<file path="src/rtl/lzc_norm_pipe.sv">
// Two-stage leading-zero / redundant-sign counter with normalising left shift.
// S1 captures the operand; S2 holds the tree count, normalised value and zero flag.
module lzc_norm_pipe #(
  parameter int WIDTH = 32,
  parameter int CNT_W = $clog2(WIDTH + 1)
) (
  input  logic             clk,
  input  logic             rst_n,
  input  logic             in_valid,
  output logic             in_ready,
  input  logic [WIDTH-1:0] in_data,
  input  logic             in_mode,
  output logic             out_valid,
  input  logic             out_ready,
  output logic [CNT_W-1:0] out_count,
  output logic [WIDTH-1:0] out_norm,
  output logic             out_zero
);

  // The tree spans 2**CNT_W >= WIDTH+1 leaves, so at least one padding 1 always
  // terminates the search and an all-zero operand counts to exactly WIDTH.
  localparam int LVL = CNT_W;
  localparam int P   = 1 << LVL;

  function automatic logic [CNT_W-1:0] lzc_tree(input logic [WIDTH-1:0] vec);
    logic [P-1:0]     pad;
    logic [CNT_W-1:0] cnt [LVL+1][P];
    logic             hit [LVL+1][P];
    pad = '1;
    pad[P-1 -: WIDTH] = vec;
    for (int l = 0; l <= LVL; l++) begin
      for (int i = 0; i < P; i++) begin
        cnt[l][i] = '0;
        hit[l][i] = 1'b0;
      end
    end
    for (int i = 0; i < P; i++) hit[0][i] = pad[P-1-i];
    for (int l = 0; l < LVL; l++) begin
      for (int i = 0; i < (P >> (l + 1)); i++) begin
        hit[l+1][i] = hit[l][2*i] | hit[l][2*i+1];
        cnt[l+1][i] = hit[l][2*i] ? cnt[l][2*i] : (cnt[l][2*i+1] | CNT_W'(1 << l));
      end
    end
    return hit[LVL][0] ? cnt[LVL][0] : CNT_W'(WIDTH);
  endfunction

  logic             vld_p1_q, vld_p2_q;
  logic [WIDTH-1:0] data_p1_q;
  logic             mode_p1_q;
  logic [CNT_W-1:0] cnt_p2_q, cnt_p2_d;
  logic [WIDTH-1:0] norm_p2_q, norm_p2_d;
  logic             zero_p2_q, zero_p2_d;
  logic [WIDTH-1:0] tree_in;
  logic             s1_en, s2_en;

  assign s2_en    = ~vld_p2_q | out_ready;
  assign s1_en    = ~vld_p1_q | s2_en;
  assign in_ready = rst_n & s1_en;

  // ---- S1 -> S2 boundary: mode 1 counts sign transitions between adjacent bits
  always_comb begin
    tree_in   = mode_p1_q ? {data_p1_q[WIDTH-1:1] ^ data_p1_q[WIDTH-2:0], 1'b1} : data_p1_q;
    cnt_p2_d  = lzc_tree(tree_in);
    zero_p2_d = mode_p1_q ? (cnt_p2_d == CNT_W'(WIDTH - 1)) : (cnt_p2_d == CNT_W'(WIDTH));
    norm_p2_d = data_p1_q << cnt_p2_d;
  end

  always_ff @(posedge clk) begin
    if (in_valid && in_ready) begin
      data_p1_q <= in_data;
      mode_p1_q <= in_mode;
    end
  end

  always_ff @(posedge clk) begin
    if (!rst_n) begin
      vld_p1_q  <= 1'b0;
      vld_p2_q  <= 1'b0;
      cnt_p2_q  <= '0;
      norm_p2_q <= '0;
      zero_p2_q <= 1'b0;
    end else begin
      if (s1_en) vld_p1_q <= in_valid;
      if (s2_en) vld_p2_q <= vld_p1_q;
      if (s2_en && vld_p1_q) begin
        cnt_p2_q  <= cnt_p2_d;
        norm_p2_q <= norm_p2_d;
        zero_p2_q <= zero_p2_d;
      end
    end
  end

  assign out_valid = vld_p2_q;
  assign out_count = cnt_p2_q;
  assign out_norm  = norm_p2_q;
  assign out_zero  = zero_p2_q;

endmodule
</file>
<file path="config.mk">
export PLATFORM = sky130hd
export DESIGN_NAME = lzc_norm_pipe
export DESIGN_NICKNAME = d
export VERILOG_FILES = /design/src/rtl/lzc_norm_pipe.sv
export SDC_FILE = /design/constraint.sdc
export NUM_CORES = 1
export LEC_CHECK = 0
export BUFFER_PORTS_ARGS = -buffer_cell sky130_fd_sc_hd__buf_4
export CAP_MARGIN = 20
export CELL_PAD_IN_SITES_DETAIL_PLACEMENT = 1
export CELL_PAD_IN_SITES_GLOBAL_PLACEMENT = 1
export CORE_ASPECT_RATIO = 0.6
export CORE_MARGIN = 2
export CORE_UTILIZATION = 44
export CTS_CLUSTER_DIAMETER = 80
export DETAILED_ROUTE_END_ITERATION = 10
export GPL_ROUTABILITY_DRIVEN = 0
export HOLD_SLACK_MARGIN = 0.03
export PLACE_DENSITY_LB_ADDON = 0.1
export SLEW_MARGIN = 20
export SYNTH_ARGS = -nofsm -noshare
export SYNTH_HDL_FRONTEND = slang
export SYNTH_SLANG_ARGS = --single-unit
</file>
<file path="constraint.sdc">
create_clock -name clk -period 4.89 [get_ports clk]
set_clock_uncertainty 0.2 [all_clocks]
set_input_delay 0.2445 -clock clk [delete_from_list [all_inputs] [get_ports clk]]
set_output_delay 0.2445 -clock clk [all_outputs]
set_load 0.01 [all_outputs]
</file>
Yosys cells after proc, flatten, opt, wreduce, memory -nomap -nowiden. Cells that the tools add are included.

Equality and inequality tests: 2. Shift operators: 1. Mux-type cells: 34. Bitwise gates (word level): 37. Reduce and logical (&&, ||, !) cells: 2.

Operators with widths (number): $or 1x1->1 (33); $mux 32 (1); $shl 32x6->32 (1); $xor 31x31->31 (1); $mux 1 (17); $mux 2 (8); $mux 3 (4); $mux 4 (2); $eq 6x5->1 const B (1); $eq 6x6->1 const B (1); $mux 6 (1); $mux 5 (1); $logic_and 1x1->1 (2); $not 1->1 (2); $and 1x1->1 (1).

Register bits after elaboration: 74. Output and inout port bits: 41.

Logic depth before layout (Yosys ltp). Gate-level depths: netlist of the first run.

Depth in word-level cells: 10. Mapped depth: 17. Gate-level depth less buffers: 11.

Worst setup path before layout of the first run. No wires, ideal clock.

Path kind: register to register. Start point: reg data_p1_q[26]. End point: reg norm_p2_q[31], in the netlist out_norm[31]. Setup time: 0.129 ns. Data arrival time: 3.304 ns. Required time: 4.561 ns. Slack: 1.257 ns. Cell stages (with the launch flop): 13. Buffers on the path: 2. Path through: edfxtp_1 -> buf_6 -> nor4_2 -> a2bb2oi_2 -> nor4b_4 -> o21ai_2 -> or3_1 -> buf_2 -> nand2_4 -> mux4_2 -> mux4_2 -> nand2_1 -> o211ai_1.

Cells in the longest elaborated chain, start to end: 9. Elaborated cells on any way between the ends: 14. Those cells by class: shift: 1; mux: 7; bitwise: 6.

RTL lines: start: declaration (line 48) `logic [WIDTH-1:0] data_p1_q;`; start signal: assignment (line 70) `data_p1_q <= in_data;`; $xor 31x31->31 (line 62) `tree_in = mode_p1_q ? {data_p1_q[WIDTH-1:1] ^ data_p1_q[WIDTH-2:0], 1'b1} : data_p1_q;`; $mux 32 (line 62); $mux 1 or $or 1x1->1 (tied branches) (line 41, 40); $mux 2 or $or 1x1->1 (tied branches) (line 41, 40); $mux 3 or $or 1x1->1 (tied branches) (line 41, 40); $mux 4 or $or 1x1->1 (tied branches) (line 41, 40); $mux 5 or $or 1x1->1 (tied branches) (line 41, 40); $mux 6 (line 41) `cnt[l+1][i] = hit[l][2*i] ? cnt[l][2*i] : (cnt[l][2*i+1] | CNT_W'(1 << l));`; $shl 32x6->32 (*) (line 65) `norm_p2_d = data_p1_q << cnt_p2_d;`; end signal: assignment (line 87) `norm_p2_q <= norm_p2_d;`; end: declaration (line 51) `logic [WIDTH-1:0] norm_p2_q, norm_p2_d;`.

Mark *: on every way between the ends. The rest lies on a longest branch, timed or not. A chain may end at the register's enable or synchronous reset.

Final worst setup path of the first run.
Start point: reg data_p1_q[23]. End point: reg norm_p2_q[26], in the netlist out_norm[26].

Same word-level chain as after synthesis.

==> impl_results.md, run 1 <==
- Status: finished clean
- Number of synthesized flops with an enable pin: 33
- Remaining DRCs: 0
- Syn_nets: 653
- Area of the core: 11950 sq um
- FF-to-FF End: out_norm[26]$_SDFFE_PN0P_
- Rel. slew slack: 0.4113
- Dominant synthesized flop cell: dfxtp_1
- DR iter-0 viols: 490
- Clk Tree Root Cell: clkbuf_16
- R2R Path Start: data_p1_q[23]$_DFFE_PP_
- Nets@finish: 741
- FF-to-FF setup slack: 0.26 ns
- Layout cells sized above 1: 0.2116
- Power Dens Cells: 272.0 nW/um^2
- Clk Latency, worst-skew pair: 0.35 ns
- FMAX: 215.8 MHz
- Worst Hold Launch: out_zero$_SDFFE_PN0P_
- Pre-antenna DRT Iters: 5
- Final-report hold violation count: 0
- Register area share after synthesis: 0.3390
- DP HPWL: 13.89 mm
- Initial core utilization: 0.4474
- FFs w/ async S/R, synth: 0
- Filler cells: 1454
- Final Routed Wirelength: 19.21 mm
- Post-Synthesis Cells: 616
- CTS resizes: 0
- Crit end category: register
- CTS tree: done
- Cell Area, Synth: 5345 sq um
- Max VDD drop: 0.0001571 V
- Leak: 2.576 nW
- Vias in the first global route: 5213
- Maxcap violations: 0
- RSZ-0062 raised after global routing: false
- Worst Setup Start Kind: register
- Period utilization: 0.9475
- CP arrival: 4.66 ns
- Port Buf Inserts: 77
- Area growth, synth to finish: 23.97%
- CTS Buffer Depth: 2
- CTS clk-pin slew, worst paths: 0.06 ns
- Post-DRT Antenna Nets: 0
- Die Width: 146.3 um
- Largest net degree at the start of global routing: 34
- Hold crit path type: reg -> reg
- Netlist cell types: 83
- Max-slew violation count: 0
- Drt wl/cell: 21.98 um
- Initial antenna violation count: 0
- Vias per cell: 6.366
- Syn_area_per_cell: 8.677 sq um
- Min Tclk post-route: 4.633 ns
- Hold depth: 2
- CTS Buf Count: 9
- Ys Warns: 0
- Hold EP: out_zero$_SDFFE_PN0P_
- Worst Path Required: 4.91 ns
- Yosys reg bits: 74
- Die height: 89.38 um
- Worst slew pin tran: 0.8764 ns
- Total gr overflow: 0
- CP Class: reg -> reg
- Area of the die: 13070 sq um
- First-pass GRT wire length: 29.51 mm
- Crit path max fanout: 31
- Setup Viol. Count Final: 0
- H-tree Lvls: 3
- IO Pins: 78
- Clock sinks: 74
- Pwr Total: 1.803 mW
- Worst reg2reg path depth: 10
- Diodes inserted: 0
- DR vias: 5564
- # rows: 31
- Setup TNS: 0 ns
- Global Route Usage Sum: 0.2912
-- metal layers --
| metal | track usage | vias up | wire [um] |
|---|---|---|---|
| li1 | - | 2495 | - |
| met1 | 0.4060 | 2754 | 8857 |
| met2 | 0.4614 | 282 | 8414 |
| met3 | 0.06684 | 33 | 1614 |
| met4 | 0.07590 | 0 | 325 |
| met5 | 0 | - | 0 |
-- layout make-up --
cell class | instances | area (sq um) | share of cell area
Tap cell | 165 | 206.4 | 0.03116
Inverter | 18 | 67.56 | 0.01020
Clock buffer | 12 | 267.8 | 0.04041
Clock inverter | 4 | 46.29 | 0.006986
Sequential cell | 74 | 1812 | 0.2734
Multi-Input combinational cell | 470 | 3153 | 0.4758
Timing Repair Buffer | 131 | 1074 | 0.1620
-- worst max-delay path by stage --
stage                                  from                   endpoint  slack (ns)  cells after the start
floorplan           data_p1_q[26]$_DFFE_PP_  out_norm[31]$_SDFFE_PN0P_        1.26                     12
global placement        mode_p1_q$_DFFE_PP_  out_norm[26]$_SDFFE_PN0P_        0.51                     11
detailed placement      mode_p1_q$_DFFE_PP_  out_norm[29]$_SDFFE_PN0P_        0.33                     12
CTS                     mode_p1_q$_DFFE_PP_  out_norm[29]$_SDFFE_PN0P_        0.28                     12
global route        data_p1_q[23]$_DFFE_PP_  out_norm[28]$_SDFFE_PN0P_        0.11                     12
finish              data_p1_q[23]$_DFFE_PP_  out_norm[26]$_SDFFE_PN0P_        0.26                     10
-- sequential cells by signal (all words and copies together), names as in the netlist --
register and count:
mode_p1_q 1, vld_p1_q 1, out_norm 32, out_valid 1, data_p1_q 32, out_count 6
out_zero 1
-- power by group --
part | switching, mW | internal [mW] | total, mW
logic | 0.207 | 0.162 | 0.369
registers | 0.0443 | 0.681 | 0.725
clock network | 0.269 | 0.439 | 0.708
total | 0.521 | 1.28 | 1.80
-- cell usage after synthesis, types with 5 or more instances --
| cell | n | share of area |
|---|---|---|
| buf_2 | 16 | 0.015 |
| o21ai_0 | 38 | 0.036 |
| nand3_1 | 11 | 0.010 |
| a2bb2oi_1 | 5 | 0.0082 |
| buf_4 | 5 | 0.0070 |
| mux2_2 | 13 | 0.027 |
| clkbuf_1 | 23 | 0.016 |
| buf_6 | 6 | 0.013 |
| a21oi_1 | 45 | 0.042 |
| and3_1 | 7 | 0.0082 |
| o21ai_1 | 10 | 0.0094 |
| nand4_1 | 10 | 0.012 |
| nand2_1 | 63 | 0.044 |
| nor2b_1 | 7 | 0.0082 |
| a31oi_1 | 13 | 0.015 |
| dfxtp_1 | 41 | 0.15 |
| o211ai_1 | 9 | 0.013 |
| edfxtp_1 | 33 | 0.19 |
| a22oi_1 | 9 | 0.013 |
| nor3_1 | 24 | 0.022 |
| nand2b_1 | 9 | 0.011 |
| inv_1 | 17 | 0.012 |
| a2111oi_0 | 6 | 0.0098 |
| a211oi_1 | 10 | 0.014 |
| mux2i_1 | 53 | 0.099 |
| nor2_1 | 51 | 0.036 |
-- per-stage QoR --
step	util	std cells	setup WS (ns)	hold slack [ns]	area [sq um]
finish	0.5547	874	0.2570	0.2588	6626
global route	0.5547	874	0.1088	0.2733	6626
CTS	0.5528	871	0.2824	0.2652	6604
detailed placement	0.4963	819	0.3327	0.2241	5929
global placement	0.4963	819	0.5055	0.2235	5929
floorplan	-	616	1.257	0.1434	5345
-- logic make-up (layout without fill, tap and decap cells) --
family	after synthesis	after routing	synth area share
AO/OA/AOI/OAI	195	195	0.2549
buffers and inverters	72	165	0.07163
flip-flops	74	74	0.3390
multiplexers	70	70	0.1435
AND/OR/NAND/NOR	205	205	0.1910
-- critical path: stages (launching register included) --
cell       delay [ns]
edfxtp_1         0.60
nor4_2           0.45
a2bb2oi_1        0.22
or4b_4           0.60
a2111oi_4        0.53
or2_4            0.48
mux2i_1          0.45
mux2i_1          0.19
mux2_2           0.33
a222oi_1         0.32
nand3_1          0.11
-- placed cells by master, fill, tap and decap left out, drive strengths merged, types with 3 or more instances in the layout --
cell         synthesis  routed
a211o                4       4
o22ai                3       3
nor2                51      51
a31oi               13      13
a41oi                4       4
a211oi              12      12
o21ai               49      49
dfxtp               41      41
buf                 30      95
edfxtp              33      33
clkbuf              24      12
nand2b               9       9
nand2               64      64
mux2i               53      53
a2111oi              8       8
a21oi               46      46
and3                 7       7
dlygate4sd3          0      36
o211ai               9       9
nand3               11      11
mux2                13      13
nor2b                7       7
nor3                25      25
mux4                 4       4
inv                 18      19
a2bb2oi              7       7
a22oi                9       9
nor4                 7       7
or2                  4       4
nand4               10      10
-- repair_timing --
action / CTS / global route
hold endpoints to repair: 39 / 0
buffers inserted: 0 / 3
hold buffers: 36 / 0
setup endpoints to repair: 0 / 11
(Power assumes the default switching activity.)
==> inputs of run 2 (changes only) <==
Settings changed: PLACE_DENSITY set to 0.85, PLACE_DENSITY_LB_ADDON 0.1 to not set.
==> impl_results.md, run 2 (synthesis results as in run 1) <==
- FF-to-FF End: out_norm[29]$_SDFFE_PN0P_
- CTS Buf Count: 9
- Hold EP: out_norm[8]$_SDFFE_PN0P_
- Global Route Usage Sum: 0.2930
- Setup TNS: 0 ns
- Filler cells: 1433
- Clk Tree Root Cell: clkbuf_16
- Crit end category: register
- Crit path max fanout: 34
- Clk Latency, worst-skew pair: 0.35 ns
- Worst Hold Launch: out_norm[8]$_SDFFE_PN0P_
- Status: finished clean
- Initial antenna violation count: 0
- Period utilization: 0.9361
- Total gr overflow: 0
- H-tree Lvls: 3
- Post-layout util: 0.5556
- Area of the core: 11950 sq um
- Placed standard-cell area: 5922 sq um
- FMAX: 218.5 MHz
- Remaining DRCs: 0
- FF+latch area: 1812 sq um
- CTS tree: done
- Sw Ratio: 0.2840
- Worst Path Required: 4.92 ns
- Post-DRT Antenna Nets: 0
- Commonest non-fill, non-tap cells in the layout: buf_4, nand2_1, mux2i_1
- CP arrival: 4.61 ns
- IO Pins: 78
- Clock power share: 0.415
- Hold crit path type: reg -> reg
- Worst reg2reg path depth: 11
- Vias in the first global route: 5342
- Hold_ws: 0.2589 ns
- Most common cell after layout, fill and taps aside: buf_4
- Port Buf Inserts: 77
- Pwr Total: 1.864 mW
- Final instance area: 6638 sq um
- M1 GR Usage: 0.3994
- Vias per cell: 6.341
- Sequential share of power: 0.389
- Pre-antenna DRT Iters: 8
- Diodes inserted: 0
- Nets@finish: 738
- Most Crowded Layer GR: met2
- Die Width: 146.3 um
- DP HPWL: 13.83 mm
- P_sw: 0.5295 mW
- Worst slew pin tran: 0.9719 ns
- Clock sinks: 74
- Final-report hold violation count: 0
- Max-slew violation count: 0
- Drt wl/cell: 21.98 um
- Met3 Use GR: 0.08061
- Grt met2 use: 0.4593
- CTS Buffer Depth: 2
- Maxcap violations: 0
- FF-to-FF setup slack: 0.31 ns
- Initial core utilization: 0.4474
- Leak: 2.576 nW
- Rel. slew slack: 0.3521
- First-pass GRT wire length: 29.57 mm
- DR iter-0 viols: 506
- CP Class: reg -> reg
- Worst Setup Start Kind: register
- # rows: 31
- DR vias: 5523
- Final Routed Wirelength: 19.15 mm
- Power Dens Cells: 280.9 nW/um^2
- Area of the multi-input gates: 3154 sq um
- Area of the die: 13070 sq um
- RSZ-0062 raised after global routing: false
- Setup Viol. Count Final: 0
- R2R Path Start: mode_p1_q$_DFFE_PP_
- Hold depth: 2
- Largest net degree at the start of global routing: 40
- Area growth, synth to finish: 24.18%
- CTS clk-pin slew, worst paths: 0.06 ns
- Die height: 89.38 um
- Min Tclk post-route: 4.577 ns
- Layout cells sized above 1: 0.2096
- Max VDD drop: 0.0001521 V
- Logic pwr share: 0.197
- Internal power: 1.335 mW
run 2: cell count changes in the layout (fill, tap and decap cells not counted), sizes merged:
cell	delta
buf	-3
bufinv	+1
clkbuf	-1
run 2: critical path, cell delays in order (launching register included):
cell       delay (ns)
edfxtp_1         0.70
nand4_1          0.24
a2bb2oi_1        0.26
a41oi_1          0.30
a2111oi_2        0.16
o41ai_4          0.69
nand2_4          0.45
a21oi_1          0.55
nor2_1           0.10
nor2_1           0.32
a21oi_1          0.12
a311o_1          0.34
run 2: stage by stage:
| stage | worst slack, ns | cells |
|---|---|---|
| final | 0.3126 | 871 |
| after global routing | 0.01497 | 871 |
| after CTS | 0.1446 | 870 |
| after detailed placement | 0.1982 | 818 |
| after global placement | 0.5666 | 818 |
| after floorplan | 1.257 | 616 |
run 2: final cells by class:
| class | count | share of cell area |
|---|---|---|
| Multi-Input combinational cell | 470 | 0.4752 |
| Timing Repair Buffer | 128 | 0.1583 |
| Tap cell | 165 | 0.03110 |
| Clock inverter | 5 | 0.01244 |
| Clock buffer | 11 | 0.03977 |
| Inverter | 18 | 0.01018 |
| Sequential cell | 74 | 0.2730 |
run 2: worst max path at each step:
| stage | start | depth (start not counted) | to | slack (ns) |
|---|---|---|---|---|
| 3_3_place_gp | mode_p1_q$_DFFE_PP_ | 11 | out_norm[29]$_SDFFE_PN0P_ | 0.57 |
| 5_1_grt | mode_p1_q$_DFFE_PP_ | 11 | out_norm[29]$_SDFFE_PN0P_ | 0.01 |
| 3_5_place_dp | mode_p1_q$_DFFE_PP_ | 11 | out_norm[29]$_SDFFE_PN0P_ | 0.20 |
| 4_1_cts | mode_p1_q$_DFFE_PP_ | 11 | out_norm[29]$_SDFFE_PN0P_ | 0.14 |
| 6_report | mode_p1_q$_DFFE_PP_ | 11 | out_norm[29]$_SDFFE_PN0P_ | 0.31 |
| 2_1_floorplan | data_p1_q[26]$_DFFE_PP_ | 12 | out_norm[31]$_SDFFE_PN0P_ | 1.26 |
run 2: power groups by stage:
stage | Combinational, mW | Clock, mW | Sequential [mW]
floorplan | 0.228 | 0 | 0.719
global placement | 0.318 | 0 | 0.736
finish | 0.367 | 0.773 | 0.725
CTS | 0.357 | 0.780 | 0.724
detailed placement | 0.331 | 0 | 0.737
global route | 0.395 | 0.798 | 0.729
run 2: metal layers:
layer	vias to the layer above	share of wire
li1	2485	-
met1	2734	0.44
met2	273	0.44
met3	31	0.099
met4	0	0.017
met5	-	0
run 2: what timing repair did:
item / 4_1_cts / 5_1_grt
hold buffers: 36 / 0
resized for setup: 0 / 1
buffers inserted: 0 / 1
setup endpoints to repair: 0 / 20
endpoints found under the hold margin: 39 / 0
